$ cat config.mk
export PLATFORM = sky130hd
export DESIGN_NAME = line_raster
export DESIGN_NICKNAME = d
export VERILOG_FILES = /design/src/rtl/line_raster_pkg.sv /design/src/rtl/lr_bitmap.sv /design/src/rtl/line_raster.sv
export SDC_FILE = /design/constraint.sdc
export NUM_CORES = 2
export LEC_CHECK = 0
export CAP_MARGIN = 30
export CORE_MARGIN = 3
export CORE_UTILIZATION = 55
export CTS_BUF_LIST = sky130_fd_sc_hd__clkbuf_2 sky130_fd_sc_hd__clkbuf_4 sky130_fd_sc_hd__clkbuf_8
export CTS_CLUSTER_DIAMETER = 60
export DETAILED_ROUTE_END_ITERATION = 10
export HOLD_SLACK_MARGIN = 0.08
export PLACE_DENSITY = 0.73
export SETUP_SLACK_MARGIN = 0.3
export SLEW_MARGIN = 20
export SYNTH_ARGS = -nofsm -noshare
export SYNTH_HDL_FRONTEND = slang
export SYNTH_HIERARCHICAL = 1
export SYNTH_SLANG_ARGS = --single-unit
$ cat constraint.sdc
create_clock -name clk -period 3.7 [get_ports clk]
set_input_delay 0.925 -clock clk [delete_from_list [all_inputs] [get_ports clk]]
set_output_delay 0.925 -clock clk [all_outputs]
set_load 0.05 [all_outputs]
$ cat src/rtl/line_raster_pkg.sv
// Shared definitions for the line rasteriser: pass state encoding, default
// bitmap geometry and the point clipping rule.
package line_raster_pkg;

    localparam int unsigned LR_W      = 32;
    localparam int unsigned LR_H      = 32;
    localparam int unsigned LR_RD_LAT = 1;
    localparam int unsigned LR_CLIP_W = 16;

    typedef enum logic [2:0] {
        IDLE,
        WAIT,
        ISSUE,
        DRAIN,
        DONE
    } lr_state_e;

    // A point lands in the bitmap only when both unsigned coordinates fit.
    function automatic logic in_bounds(input logic [31:0] x, input logic [31:0] y,
                                       input int unsigned w, input int unsigned h);
        return (x < w) && (y < h);
    endfunction

endpackage

$ cat src/rtl/lr_bitmap.sv
// W x H one-bit pixel store: async reset, single-cycle clear, one set-only
// write port and a registered read port.
module lr_bitmap
    import line_raster_pkg::*;
#(
    parameter int unsigned W = LR_W,
    parameter int unsigned H = LR_H
) (
    input  logic                 clk,
    input  logic                 rst_n,
    input  logic                 clr_i,
    input  logic                 we_i,
    input  logic [$clog2(W)-1:0] wx_i,
    input  logic [$clog2(H)-1:0] wy_i,
    input  logic [$clog2(W)-1:0] rx_i,
    input  logic [$clog2(H)-1:0] ry_i,
    output logic                 rd_pix_o
);

    localparam int unsigned XW = $clog2(W);
    localparam int unsigned YW = $clog2(H);

    logic [H-1:0][W-1:0] mem_q;
    logic                rd_pix_q;
    logic                rxOk;
    logic                ryOk;

    // Read coordinates can only fall outside the array when a dimension is not a power of two.
    if (W == (1 << XW)) begin : gXFull
        assign rxOk = 1'b1;
    end else begin : gXPart
        assign rxOk = (32'(rx_i) < W);
    end

    if (H == (1 << YW)) begin : gYFull
        assign ryOk = 1'b1;
    end else begin : gYPart
        assign ryOk = (32'(ry_i) < H);
    end

    always_ff @(posedge clk or negedge rst_n) begin
        if (!rst_n) begin
            mem_q <= '0;
        end else if (clr_i) begin
            mem_q <= '0;
        end else if (we_i) begin
            mem_q[wy_i][wx_i] <= 1'b1;
        end
    end

    // Samples the array before this cycle's write lands, so a same-cycle read sees the old pixel.
    always_ff @(posedge clk or negedge rst_n) begin
        if (!rst_n) begin
            rd_pix_q <= 1'b0;
        end else begin
            rd_pix_q <= rxOk && ryOk && mem_q[ry_i][rx_i];
        end
    end

    assign rd_pix_o = rd_pix_q;

endmodule

$ cat src/rtl/line_raster.sv
// Reads back the points produced by draw_line once it finishes, sets the
// in-range ones in a bitmap and counts the ones that fall outside it.
module line_raster
    import line_raster_pkg::*;
#(
    parameter int unsigned W      = LR_W,
    parameter int unsigned H      = LR_H,
    parameter int unsigned RD_LAT = LR_RD_LAT,
    parameter int unsigned CLIP_W = LR_CLIP_W
) (
    input  logic                 clk,
    input  logic                 rst_n,
    input  logic                 start,
    input  logic [31:0]          len,
    input  logic                 clear,
    input  logic                 finish,
    output logic [31:0]          index_rd,
    input  logic [31:0]          line_x,
    input  logic [31:0]          line_y,
    input  logic [$clog2(W)-1:0] rd_x,
    input  logic [$clog2(H)-1:0] rd_y,
    output logic                 rd_pix,
    output logic                 busy,
    output logic                 done,
    output logic [CLIP_W-1:0]    clip_cnt
);

    localparam int unsigned XW = $clog2(W);
    localparam int unsigned YW = $clog2(H);

    lr_state_e         state_q, state_d;
    logic [31:0]       len_q, len_d;
    logic [31:0]       idx_q, idx_d;
    logic [RD_LAT-1:0] vld_q, vld_d;
    logic [CLIP_W-1:0] clip_q, clip_d;
    logic [RD_LAT-1:0] vldShift;
    logic              issue;
    logic              ptValid;
    logic              ptInRange;
    logic              pipeTail;
    logic              clrBitmap;

    assign ptValid   = vld_q[RD_LAT-1];
    assign ptInRange = in_bounds(line_x, line_y, W, H);
    assign vldShift  = vld_q << 1;
    // Points still in flight behind the one currently at the pipe output.
    assign pipeTail  = |vldShift;

    always_comb begin
        state_d   = state_q;
        len_d     = len_q;
        idx_d     = idx_q;
        clip_d    = clip_q;
        issue     = 1'b0;
        clrBitmap = 1'b0;

        case (state_q)
            IDLE: begin
                clrBitmap = clear;
                if (start) begin
                    len_d   = len;
                    clip_d  = '0;
                    state_d = (len == 32'd0) ? DONE : WAIT;
                end
            end
            WAIT: begin
                if (finish) begin
                    state_d = ISSUE;
                end
            end
            ISSUE: begin
                issue = 1'b1;
                if (idx_q == len_q - 32'd1) begin
                    idx_d   = '0;
                    state_d = DRAIN;
                end else begin
                    idx_d = idx_q + 32'd1;
                end
            end
            // Leaving as the last point reaches the output puts DONE on the cycle after its write.
            DRAIN: begin
                if (!pipeTail) begin
                    state_d = DONE;
                end
            end
            DONE: begin
                state_d = IDLE;
            end
            default: begin
                state_d = IDLE;
            end
        endcase

        if (ptValid && !ptInRange && (clip_q != '1)) begin
            clip_d = clip_q + 1'b1;
        end
    end

    always_comb begin
        vld_d    = vldShift;
        vld_d[0] = issue;
    end

    always_ff @(posedge clk or negedge rst_n) begin
        if (!rst_n) begin
            state_q <= IDLE;
            len_q   <= '0;
            idx_q   <= '0;
            vld_q   <= '0;
            clip_q  <= '0;
        end else begin
            state_q <= state_d;
            len_q   <= len_d;
            idx_q   <= idx_d;
            vld_q   <= vld_d;
            clip_q  <= clip_d;
        end
    end

    lr_bitmap #(
        .W (W),
        .H (H)
    ) u_bitmap (
        .clk      (clk),
        .rst_n    (rst_n),
        .clr_i    (clrBitmap),
        .we_i     (ptValid && ptInRange),
        .wx_i     (line_x[XW-1:0]),
        .wy_i     (line_y[YW-1:0]),
        .rx_i     (rd_x),
        .ry_i     (rd_y),
        .rd_pix_o (rd_pix)
    );

    assign index_rd = idx_q;
    assign busy     = (state_q != IDLE);
    assign done     = (state_q == DONE);
    assign clip_cnt = clip_q;

endmodule

Yosys cells after proc, flatten, opt, wreduce, memory -nomap -nowiden
Index checks and enable logic that the tools add are counted.
{"block": "totals", "ff_bits": 1109, "input_bits": 111, "output_inout_bits": 51, "wordCells": 96}
{"block": "op_classes", "addsub": 3, "order_cmp": 8, "n_eq_ne": 9, "muxes": 21, "bitwise_logic": 1, "reduce_logical": 16}
{"op": "2-to-1 mux 1024 bit", "n": 2}
{"op": "bitwise OR 1024 bit", "n": 1}
{"op": "binary-select mux 32 bit (select 5 bit)", "n": 1}
{"op": "demux 32 bit (select 5 bit)", "n": 1}
{"op": "2-to-1 mux 32 bit", "n": 3}
{"op": "less-than comparator 32 x 6 -> 1 bit (second input constant)", "n": 2}
{"op": "2-to-1 mux 16 bit", "n": 3}
{"op": "adder 32 x 1 -> 32 bit (second input constant)", "n": 1}
{"op": "== test 32 bit", "n": 1}
{"op": "logical NOT 32 bit", "n": 1}
{"op": "subtractor 32 x 1 -> 32 bit (second input constant)", "n": 1}
{"op": "less-than comparator 5 x 6 -> 1 bit (second input constant)", "n": 4}
{"op": "adder 16 x 1 -> 16 bit (second input constant)", "n": 1}
{"op": "inequality test 16 bit (second input constant)", "n": 1}
{"op": "2-to-1 mux 3 bit", "n": 4}
{"op": "case mux 3 bit (4 select lines)", "n": 1}
{"op": ">= comparator 5 x 1 -> 1 bit (second input constant)", "n": 2}
{"op": "== test 3 x 2 -> 1 bit (second input constant)", "n": 2}
{"op": "logical AND 1 bit", "n": 6}
{"op": "inequality test 2 bit (second input constant)", "n": 3}
{"op": "nonzero test 2 bit", "n": 3}
{"op": "binary-select mux 1 bit (select 5 bit)", "n": 1}
{"op": "demux 1 bit (select 5 bit)", "n": 1}
{"op": "2-to-1 mux 1 bit", "n": 4}
{"op": "other kinds (7)", "n": 8}

Depth between registers and ports, before layout
{"block": "logic_depth", "depth_word": 9, "mapped_depth": 13, "mapped_depth_nobuf": 10}

Cells and area by module
Netlist, hierarchy kept.
{"mod": "lr_bitmap", "n_inst": 1, "cells_each": 4220, "area_per_inst_um2": 45001.9, "seq_area_each_um2": 25649.6}
{"mod": "line_raster", "n_inst": 1, "cells_each": 617, "area_per_inst_um2": 5323.9, "seq_area_each_um2": 2102.0}

Worst setup path before layout
Ideal clock, no wire load.
{"block": "synth_timing", "kind": "input to register", "start": "in rd_y[1]", "end": "reg u_bitmap.rd_pix_q, in the netlist u_bitmap/rd_pix_o", "setup_ns": 0.139, "arrival_ns": 3.394, "required_time_ns": 3.561, "slack_ns": 0.167, "cell_stages": 10, "n_path_buf": 3, "path_cell_list": "buf_2 -> buf_2 -> buf_1 -> mux4_2 -> mux4_2 -> a22oi_1 -> nand3_1 -> o21ai_1 -> nor3_1 -> or4_1"}
{"block": "synth_between", "elab_chain_cells": 4}
{"item": "start: declaration", "line": "line_raster.sv:21", "source": "input logic [$clog2(H)-1:0] rd_y,"}
{"item": "binary-select mux 32 bit (select 5 bit)", "line": "lr_bitmap.sv:56", "source": "rd_pix_q <= rxOk && ryOk && mem_q[ry_i][rx_i];"}
{"item": "2-to-1 mux 32 bit (implied by the code)", "line": "lr_bitmap.sv:56"}
{"item": "binary-select mux 1 bit (select 5 bit)", "line": "lr_bitmap.sv:56"}
{"item": "2-to-1 mux 1 bit (implied by the code)", "line": "lr_bitmap.sv:56"}
{"item": "end signal: assignment", "line": "lr_bitmap.sv:56"}
{"item": "end: declaration", "line": "lr_bitmap.sv:24", "source": "logic rd_pix_q;"}
No other way between the ends. The select of a mux whose other input is x is not followed.
A chain may end at the register's enable or synchronous reset.

Worst setup path after layout
{"block": "layout_timing", "start": "in rd_y[0]", "end": "reg u_bitmap.rd_pix_q, in the netlist u_bitmap/rd_pix_o"}
Same word-level chain as after synthesis.

==> summary.txt <==
Synthesis
  – Synth Instances: 4837
  – Synth warn: 6
  – Area leader, netlist: dfrtp_1
  – Commonest cells post-synth: 1155 x nor2_1, 1109 x dfrtp_1, 1061 x a21oi_1
  – Post-synth EDFFs: 0
  – Synth top area cells: dfrtp_1 55%, a21oi_1 11%, mux4_2 10%, nor2_1 8.6%, clkbuf_1 2.7%
  – Synth top area share: 0.551
  – Sequential element share of the synthesized area: 0.551
  – Async S/R FF share, synth: 1.00
  – Net Count, Synth: 4951
  – Synth Cell Area: 50300 µm²
  – #FFs+latches synth: 1109
  – Mapped Avg Cell Area: 10.4 µm²
  – Dominant synthesized flop cell: dfrtp_1
  – Post-synth cell types: 82
  – Top-count cell post-synth: nor2_1

Worst setup path
  – CP dominant cell by count: buf_12
  – Crit path to: u_bitmap/rd_pix_o$_DFF_PN0_
  – Crit path max fanout: 22
  – Crit end category: flip-flop
  – WP data arrival: 4.01 ns
  – R2R cell count: 9
  – Largest stage delay on the critical path: 0.52 ns
  – Reg2reg end: index_rd[31]$_DFFE_PN0P_
  – Internal reg-to-reg setup slack: 0.44 ns
  – Cell Chain, Critical Path: buf_8 > buf_12 > buf_12 > buf_12 > mux4_2 > o22ai_1 > nor4_1 > nor4_2 > buf_4 > nor4_1 > and3_1 > or4_1
  – Req. time, crit path: 4.42 ns
  – Critical Path Start Type: input port
  – Critical Path Start: rd_y[0]
  – Slowest cell on crit path: or4_1
  – Setup CP Type: input port to flip-flop
  – Crit Reg-Reg Startpoint: len_q[11]$_DFFE_PN0P_

Worst hold path
  – Worst Hold Class: flip-flop to flip-flop
  – Worst hold path stage count: 2

Clock network
  – Clock-pin slew on the worst setup and hold paths: 0.06 ns
  – Clk_lat worst skew: 0.85 ns
  – CTS sink cnt: 1109
  – Root buf cell: clkbuf_8
  – Maximum clock insertion buffer count: 3
  – CTS Buf Count: 179
  – Post-CTS Setup Inserts: 0
  – CTS tree: yes
  – H-tree Lvls: 4

Die
  – CORE AREA: 90400 µm²
  – Cell Rows: 110
  – Die width: 308 µm
  – I/O pins: 162
  – Initial Utilization: 0.557
  – Total Die Area: 95200 µm²
  – Die Span Y: 308 µm

Status
  – Status: finished clean

Layout
  – Non-Filler Instances: 6390
  – Share of layout cells above drive strength 1: 0.189
  – Area delta synth->final: 18.3%
  – NumNets Final: 5188
  – Fill count: 6765
  – Multi-input logic area: 20800 µm²
  – Register Area: 27800 µm²

Timing
  – Achievable clock frequency: 0.304 GHz
  – Final setup violation count: 0
  – Total negative setup slack: 0 ns
  – Final Hold Viols: 0
  – Setup Skew: 0.0325 ns
  – Worst slew pin tran: 0.890 ns
  – Rel. slew slack: 0.407
  – RSZ-0062 raised after global routing: no
  – Slew Viols, Final: 0
  – Crit share post-route: 0.889
  – Final setup margin: 0.411 ns
  – Minimum clock period: 3.29 ns

Power
  – Internal power: 0.0188 W
  – Clk pwr share: 0.454
  – Sw Share: 0.236
  – VDD IR-drop max: 0.356 mV
  – Sequential power share: 0.493
  – Lkg Pwr: 28.8 nW
  – Logic pwr share: 0.053
  – Power Density: 413 nW/µm²
  – P_sw: 0.00580 W

Routing
  – DRC: 0
  – TritonRoute pass-1 iters: 6
  – Number of antenna-violating nets in the routed design: 0
  – Iteration-0 DRC Markers: 5070
  – Vias after detailed routing: 41.0k
  – WL/cell: 25.3 µm
  – Drt total wl: 161000 µm
  – Vias/cell: 6.41

Placed design
  – Post-place setup slack: -0.655 ns
  – Hpwl dp: 101000 µm
  – # placed instances: 6068
  – PortBufs: 161
  – Routability congestion estimate from global placement: 0.910

Global route
  – Grt ovf: 0
  – Initial antenna violation count: 3
  – Tot GR Track Use: 0.342
  – Global-route wire length before repair: 246000 µm
  – Pin count of the biggest net entering global routing: 158
  – Vias in the first global route: 40.6k

Job
  – Max-Cap Viols: 0
-- cell type report --
type | instances | share of cell area
clock inverters | 28 | 0.00412
clock buffers | 291 | 0.0603
repair buffers | 491 | 0.0937
inverters | 20 | 0.00126
diodes | 2 | 0.0000840
multi-input cells | 3273 | 0.350
well taps | 1176 | 0.0247
flip-flops and latches | 1109 | 0.466
-- logic make-up after synthesis --
kind of cell | count (synthesis) | synth area share
mux | 344 | 0.128
fa+ha+maj | 3 | 0.000746
buf+inv | 455 | 0.0398
flops | 1109 | 0.551
xor+xnor | 69 | 0.0120
simple gates | 1604 | 0.136
compound gates | 1253 | 0.133
-- stage by stage --
step / utilization / total power [W] / instance area (µm²) / hold slack, ns
finish: 0.659 / 0.0246 / 59500 / 0.489
global route: 0.659 / 0.0254 / 59500 / 0.503
CTS: 0.658 / 0.0247 / 59500 / 0.491
detailed placement: 0.616 / 0.0136 / 55700 / 0.476
global placement: 0.616 / 0.0136 / 55700 / 0.469
floorplan: - / 0.0128 / 50300 / 0.454
-- per-layer routing --
metal | global-route usage | up-vias | part of all wire
met5 | 0 | - | 0
li1 | - | 17400 | -
met1 | 0.464 | 20400 | 0.38
met3 | 0.0921 | 584 | 0.12
met2 | 0.517 | 2589 | 0.45
met4 | 0.165 | 0 | 0.056
-- sequential cells by signal, indices dropped and copies added (netlist names) --
signal and count:
index_rd 32, ptValid 1, state_q 3, len_q 32, u_bitmap/rd_pix_o 1, u_bitmap/mem_q 1024
clip_cnt 16
-- critical path, delay by kind of cell --
kind | cells | cell delay, ns
multiplexers | 1 | 0.50
AND/OR/NAND/NOR | 5 | 1.36
AO/OA/AOI/OAI | 1 | 0.17
buffers and inverters | 5 | 1.00
-- worst min path at each step --
stage | from | end | slack (ns)
finish | u_bitmap/mem_q[592]$_DFFE_PN0P_ | u_bitmap/mem_q[592]$_DFFE_PN0P_ | 0.49
global route | u_bitmap/mem_q[484]$_DFFE_PN0P_ | u_bitmap/mem_q[484]$_DFFE_PN0P_ | 0.50
CTS | u_bitmap/mem_q[484]$_DFFE_PN0P_ | u_bitmap/mem_q[484]$_DFFE_PN0P_ | 0.49
detailed placement | u_bitmap/mem_q[484]$_DFFE_PN0P_ | u_bitmap/mem_q[484]$_DFFE_PN0P_ | 0.48
global placement | u_bitmap/mem_q[141]$_DFFE_PN0P_ | u_bitmap/mem_q[141]$_DFFE_PN0P_ | 0.47
floorplan | u_bitmap/mem_q[55]$_DFFE_PN0P_ | u_bitmap/mem_q[55]$_DFFE_PN0P_ | 0.45
-- layout by cell type (no fill, tap or decap), types with 52 or more instances in the layout --
cell type / Yosys / layout
a21oi_1: 1061 / 1061
buf_12: 3 / 119
buf_4: 12 / 210
clkbuf_4: 0 / 66
clkbuf_8: 0 / 225
clkdlybuf4s50_1: 0 / 153
dfrtp_1: 1109 / 1109
mux2i_1: 104 / 104
mux4_2: 227 / 227
nand2_1: 167 / 167
nor2_1: 1155 / 1123
o21ai_0: 52 / 52
-- power groups by stage --
stage	Clock, W	Sequential, W	Combinational (W)
floorplan	0	0.0124	0.000460
global placement	0	0.0124	0.00127
detailed placement	0	0.0124	0.00128
CTS	0.0113	0.0121	0.00128
global route	0.0119	0.0121	0.00136
finish	0.0112	0.0121	0.00130
-- what timing repair did --
item | 4_1_cts | 5_1_grt
setup endpoints to repair | 2 | 2
hold buffers | 1 | 0
endpoints found under the hold margin | 21 | 0
cloned | 0 | 0
gates resized for setup | 2 | 2
(Power assumes the default switching activity.)
